==> config.mk <==
export PLATFORM = sky130hd
export DESIGN_NAME = imem_loader
export DESIGN_NICKNAME = d
export VERILOG_FILES = /design/src/rtl/imem_loader.sv
export SDC_FILE = /design/constraint.sdc
export NUM_CORES = 1
export LEC_CHECK = 0
export CORE_MARGIN = 2
export CORE_UTILIZATION = 30
export DETAILED_ROUTE_END_ITERATION = 6
export RECOVER_POWER = 50
export REMOVE_ABC_BUFFERS = 1
export SYNTH_ARGS = -nofsm -noshare
export SYNTH_HDL_FRONTEND = slang
export SYNTH_SLANG_ARGS = --single-unit
==> constraint.sdc <==
create_clock -name clk -period 2.9 [get_ports clk]
set_input_delay 0.58 -clock clk [delete_from_list [all_inputs] [get_ports clk]]
set_output_delay 0.58 -clock clk [all_outputs]
set_load 0.02 [all_outputs]
==> src/rtl/imem_loader.sv <==
// -----------------------------------------------------------------------------
// imem_loader
//
// Purpose:
//   Write side of the byte-addressed, big-endian instruction memory. Receives a
//   framed byte stream (LEN_HI, LEN_LO, N payload bytes, CSUM) over a
//   valid/ready handshake. It checks the length and the XOR checksum and writes
//   each payload byte k to memory address k, which makes the images big-endian.
//   The CPU fetch stage is held in stall until a complete, verified program
//   has been written.
//
// Ports:
//   clk        in   system clock, rising edge
//   rst_n      in   asynchronous active-low reset
//   start      in   one-cycle pulse, begins a load (honoured in IDLE/DONE/ERR)
//   in_data    in   stream byte
//   in_valid   in   in_data is valid
//   in_ready   out  loader accepts in_data this cycle (depends on state only)
//   wr_en      out  byte write strobe, one cycle after each payload transfer
//   wr_addr    out  byte address of the write (payload index, zero-extended)
//   wr_data    out  byte to write
//   cpu_hold   out  stall request to the CPU fetch stage
//   load_done  out  level: program loaded and checksum good
//   load_err   out  level: length or checksum failure
// -----------------------------------------------------------------------------
module imem_loader #(
    parameter int ADDR_W    = 32,
    parameter int MEM_BYTES = 256
) (
    input  logic              clk,
    input  logic              rst_n,
    input  logic              start,
    input  logic [7:0]        in_data,
    input  logic              in_valid,
    output logic              in_ready,
    output logic              wr_en,
    output logic [ADDR_W-1:0] wr_addr,
    output logic [7:0]        wr_data,
    output logic              cpu_hold,
    output logic              load_done,
    output logic              load_err
);

    typedef enum logic [2:0] {
        S_IDLE,
        S_LEN_HI,
        S_LEN_LO,
        S_DATA,
        S_CSUM,
        S_DONE,
        S_ERR
    } state_t;

    state_t            state_q,   state_d;
    logic [15:0]       len_q,     len_d;
    logic [15:0]       cnt_q,     cnt_d;
    logic [7:0]        xor_q,     xor_d;
    logic              wr_en_q,   wr_en_d;
    logic [ADDR_W-1:0] wr_addr_q, wr_addr_d;
    logic [7:0]        wr_data_q, wr_data_d;
    logic              hold_q,    hold_d;

    logic              xfer;
    logic [15:0]       len_full;
    logic [15:0]       cnt_plus;
    logic              len_too_big;
    logic              len_unaligned;

    // Ready is purely a function of the current state so a host can never
    // form a combinational loop through in_valid.
    assign in_ready = (state_q == S_LEN_HI) || (state_q == S_LEN_LO) ||
                      (state_q == S_DATA)   || (state_q == S_CSUM);

    assign xfer = in_valid && in_ready;

    // Full length as it will be once the low byte currently on the bus lands.
    assign len_full      = {len_q[15:8], in_data};
    assign len_unaligned = (len_full[1:0] != 2'b00);
    assign len_too_big   = (32'(len_full) > 32'(MEM_BYTES));
    assign cnt_plus      = cnt_q + 16'd1;

    assign wr_en     = wr_en_q;
    assign wr_addr   = wr_addr_q;
    assign wr_data   = wr_data_q;
    assign cpu_hold  = hold_q;
    assign load_done = (state_q == S_DONE);
    assign load_err  = (state_q == S_ERR);

    // -------------------------------------------------------------------------
    // Next-state and datapath update
    // -------------------------------------------------------------------------
    always_comb begin
        state_d   = state_q;
        len_d     = len_q;
        cnt_d     = cnt_q;
        xor_d     = xor_q;
        wr_en_d   = 1'b0;          // strobe is a single-cycle pulse
        wr_addr_d = wr_addr_q;
        wr_data_d = wr_data_q;
        hold_d    = hold_q;

        unique case (state_q)
            S_IDLE, S_DONE, S_ERR: begin
                if (start) begin
                    state_d = S_LEN_HI;
                    len_d   = 16'd0;
                    cnt_d   = 16'd0;
                    xor_d   = 8'd0;
                    hold_d  = 1'b1;
                end
            end

            S_LEN_HI: begin
                if (xfer) begin
                    len_d[15:8] = in_data;
                    xor_d       = xor_q ^ in_data;
                    state_d     = S_LEN_LO;
                end
            end

            S_LEN_LO: begin
                if (xfer) begin
                    len_d = len_full;
                    xor_d = xor_q ^ in_data;
                    if (len_unaligned || len_too_big) begin
                        state_d = S_ERR;
                    end else if (len_full == 16'd0) begin
                        state_d = S_CSUM;
                    end else begin
                        state_d = S_DATA;
                    end
                end
            end

            S_DATA: begin
                if (xfer) begin
                    wr_en_d   = 1'b1;
                    wr_addr_d = ADDR_W'(cnt_q);
                    wr_data_d = in_data;
                    xor_d     = xor_q ^ in_data;
                    cnt_d     = cnt_plus;
                    if (cnt_plus == len_q) begin
                        state_d = S_CSUM;
                    end
                end
            end

            S_CSUM: begin
                if (xfer) begin
                    if (in_data == xor_q) begin
                        state_d = S_DONE;
                        hold_d  = 1'b0;    // release the CPU only on a good image
                    end else begin
                        state_d = S_ERR;   // payload stays written; host reloads
                    end
                end
            end

            default: begin
                state_d = S_IDLE;
            end
        endcase
    end

    // -------------------------------------------------------------------------
    // State register. Reset drops any pending write and re-asserts the stall.
    // -------------------------------------------------------------------------
    always_ff @(posedge clk or negedge rst_n) begin
        if (!rst_n) begin
            state_q   <= S_IDLE;
            len_q     <= 16'd0;
            cnt_q     <= 16'd0;
            xor_q     <= 8'd0;
            wr_en_q   <= 1'b0;
            wr_addr_q <= '0;
            wr_data_q <= 8'd0;
            hold_q    <= 1'b1;
        end else begin
            state_q   <= state_d;
            len_q     <= len_d;
            cnt_q     <= cnt_d;
            xor_q     <= xor_d;
            wr_en_q   <= wr_en_d;
            wr_addr_q <= wr_addr_d;
            wr_data_q <= wr_data_d;
            hold_q    <= hold_d;
        end
    end

endmodule

==> results.yml <==
outcome:
  status: "finished clean"
setup_path:
  path_cells: "ha_1, and3_1, or4_1, o2111a_1, or4_4, nor4_4, a41o_1"
  cp_max_fo: 6
  crit_path_end_kind: "flip-flop"
  max_stage_delay_ps: 520
  path_class: "flip-flop to flip-flop"
  cp.required_ps: 3170
  path_delay_family: "simple AND/OR/NAND/NOR gates"
  critPathLaunchType: "flip-flop"
  worst_ep_arrival_time_ps: 3010
  slowest_stage: "or4_1"
  cp_num_buf_inv: 0
place:
  place.gp.congestion: 0.886
  place_area_um2: 4430
  pre_cts_ws_ps: 156
  dp_hpwl_mm: 6.63
  port-buffer-count: 40
logic_synthesis:
  synth_top_flop_cell: "dfrtp_1"
  synth_edf_count: 0
  synth.avg_cell_area_um2: 8.20
  synth_largest_area_cell: "dfrtp_1"
  synth.ff_latch_count: 69
  netlist_area_um2: 3900
  ys_types: 52
  yosysTopAreaCellShare_pct: 43.6
  ys_async_sr_fraction_pct: 100
  synthCells: 476
  synth_area_leaders: "dfrtp_1, nand2_1, o21ai_0"
  ys_seq_area_share_pct: 44.3
  yosysWarnings: 0
layout:
  final_common_cell: "nand2_1"
  area_growth_pct: 19.8
  mostFrequentLayoutCells: "nand2_1, dfrtp_1, o21ai_0, clkdlybuf4s50_1, nor2_1"
  diodes: 0
  drive_gt1_share_pct: 7.02
  final_nets: 522
  fin_area_um2: 4670
cts:
  cts_hold_buf: 0
  clockBufferDepth: 2
  clock_sinks: 69
  clkTransAtPathRegs_ps: 60
  post_cts_buffers: 0
  cts_made_buffers: 9
  postCtsResizedCells: 0
  cts_tree: "yes"
  cts_root_buf: "clkbuf_16"
  htree_levels: 3
  clock_latency_ps: 330
route:
  postRouteAntennaNets: 0
  drtIter0Drc: 172
  drc: 0
  routed_wirelength_mm: 9.46
  drt-wirelength-per-cell_um: 13.8
  viasPerCell: 4.96
  first_pass_iters: 4
  via_count: 3401
floorplanning:
  die_h_um: 118
  num_rows: 41
  fp.coreArea_um2: 12700
  start_util_pct: 30.8
  die_area_um2: 13900
  io_pins: 57
  die_w_um: 118
power:
  clockPowerShare_pct: 22.8
  power_density_nw_per_um2: 921
  p_comb_share_pct: 41.7
  switching_share_pct: 40.3
  switching_power_mw: 1.74
  seqPwrFrac_pct: 35.5
  power_leakage_nw: 2.07
  peakVddDrop_uv: 614
  p_int_mw: 2.57
global_route:
  grt_pass1_wl_mm: 16.3
  grt_use_total_pct: 14.2
  antenna_found_initial: 0
  grt-ovfl-total: 0
  first_global_vias: 3318
  grt_max_degree: 45
timing:
  timing.final.crit_period_ps: 2740
  rsz0062_at_grt: "false"
  fin_setup_tns_ps: 0
  min_period_over_period_pct: 94.4
  worst_slew_pin_slew_ps: 1380
  setup_violations: 0
  max_freq_mhz: 365
  fin_ws_ps: 162
  maxSlewViolCount: 0
  fin_skew_ps: 7.35
  maxSlewHeadroom_pct: 7.89
  hold_violations: 0
worst_hold_path:
  holdCritPathClass: "flip-flop to flip-flop"
run:
  cap_violations: 0
-- area by class of cell --
type                            count  area [um^2]
Clock buffer                       13          250
Tap cell                          172          215
Timing Repair Buffer               54          497
Multi-Input combinational cell    371         1960
Sequential cell                    69         1730
Clock inverter                      2         10.0
Inverter                            4         15.0
Fill cell                        1320         8000
-- Yosys cell counts (2+ instances only) --
cell type	instances
o31ai_1	6
or4_1	4
a21oi_1	17
o22ai_1	2
nor3b_1	4
o311ai_0	2
nor4_1	6
a31oi_1	4
and4_1	2
xor2_1	16
clkbuf_1	23
and2_1	5
buf_6	2
o21ai_0	63
nor2_1	23
nand3_1	17
dfrtp_1	68
buf_4	17
nor2b_1	3
nor3_1	8
and3_1	2
nand4_1	5
nand2_1	127
or3_1	2
inv_1	3
o41ai_1	2
buf_2	4
xnor2_1	14
mux2i_1	2
-- layer usage --
layer	global-route usage [%]	share of wire, %	vias up
met5	0	0	-
li1	-	-	1673
met3	4.02	4.8	8
met4	4.22	0.85	0
met2	22.5	47	92
met1	19.0	48	1628
-- cells by family (layout without fill, tap and decap cells) --
family | after synthesis | after routing | share of synthesized area (%)
and+or+nand+nor | 215 | 215 | 25.1
muxes | 3 | 3 | 0.802
buffers and inverters | 51 | 73 | 7.09
DFF | 69 | 69 | 44.3
other | 1 | 16 | 0.0961
adders and majority gates | 1 | 1 | 0.321
xor gates and xnor gates | 30 | 30 | 6.73
AOI/OAI and AO/OA | 106 | 106 | 15.5
-- path summary, 6_finish.rpt --
check | from | slack (ps) | depth (start not counted) | end
worst max-delay path | cnt_q[0] | 160 | 7 | state_q[2]
max in group asynchronous | rst_n | 570 | 2 | xor_q[5]
worst min register to register | wr_addr[10] | 460 | 2 | wr_addr[10]
worst min-delay path | wr_addr[10] | 460 | 2 | wr_addr[10]
worst max register to register | cnt_q[0] | 160 | 7 | state_q[2]
min in group asynchronous | rst_n | 550 | 1 | wr_en
-- flip-flops by register name, summed over array words and instances, names as in the netlist --
name,count
wr_addr,16
cnt_q,16
len_q,16
cpu_hold,1
xor_q,8
wr_en,1
wr_data,8
state_q,3
-- metrics by stage --
stage          hold WS, ps  utilization, %  cells  power [mW]
4_1_cts                276            37.0    685        4.35
5_1_grt                494            36.9    685        4.65
3_3_place_gp           457            35.0    670        3.31
6_report               462            36.9    685        4.30
3_5_place_dp           462            35.0    670        3.35
2_1_floorplan          284               -    444        2.70
-- tightest hold or removal path: stages (launching register included) --
cell and delay (ps):
dfrtp_1 330, nand2_1 50, nand2_1 50
-- power groups by stage --
stage               sequential [mW]  combinational, mW  clock (mW)
floorplan                      1.57               1.13           0
global placement               1.53               1.78           0
detailed placement             1.54               1.81           0
CTS                            1.53               1.82        1.00
global route                   1.58               2.02        1.05
finish                         1.53               1.79       0.981
Power figures use the tool's default switching activity.
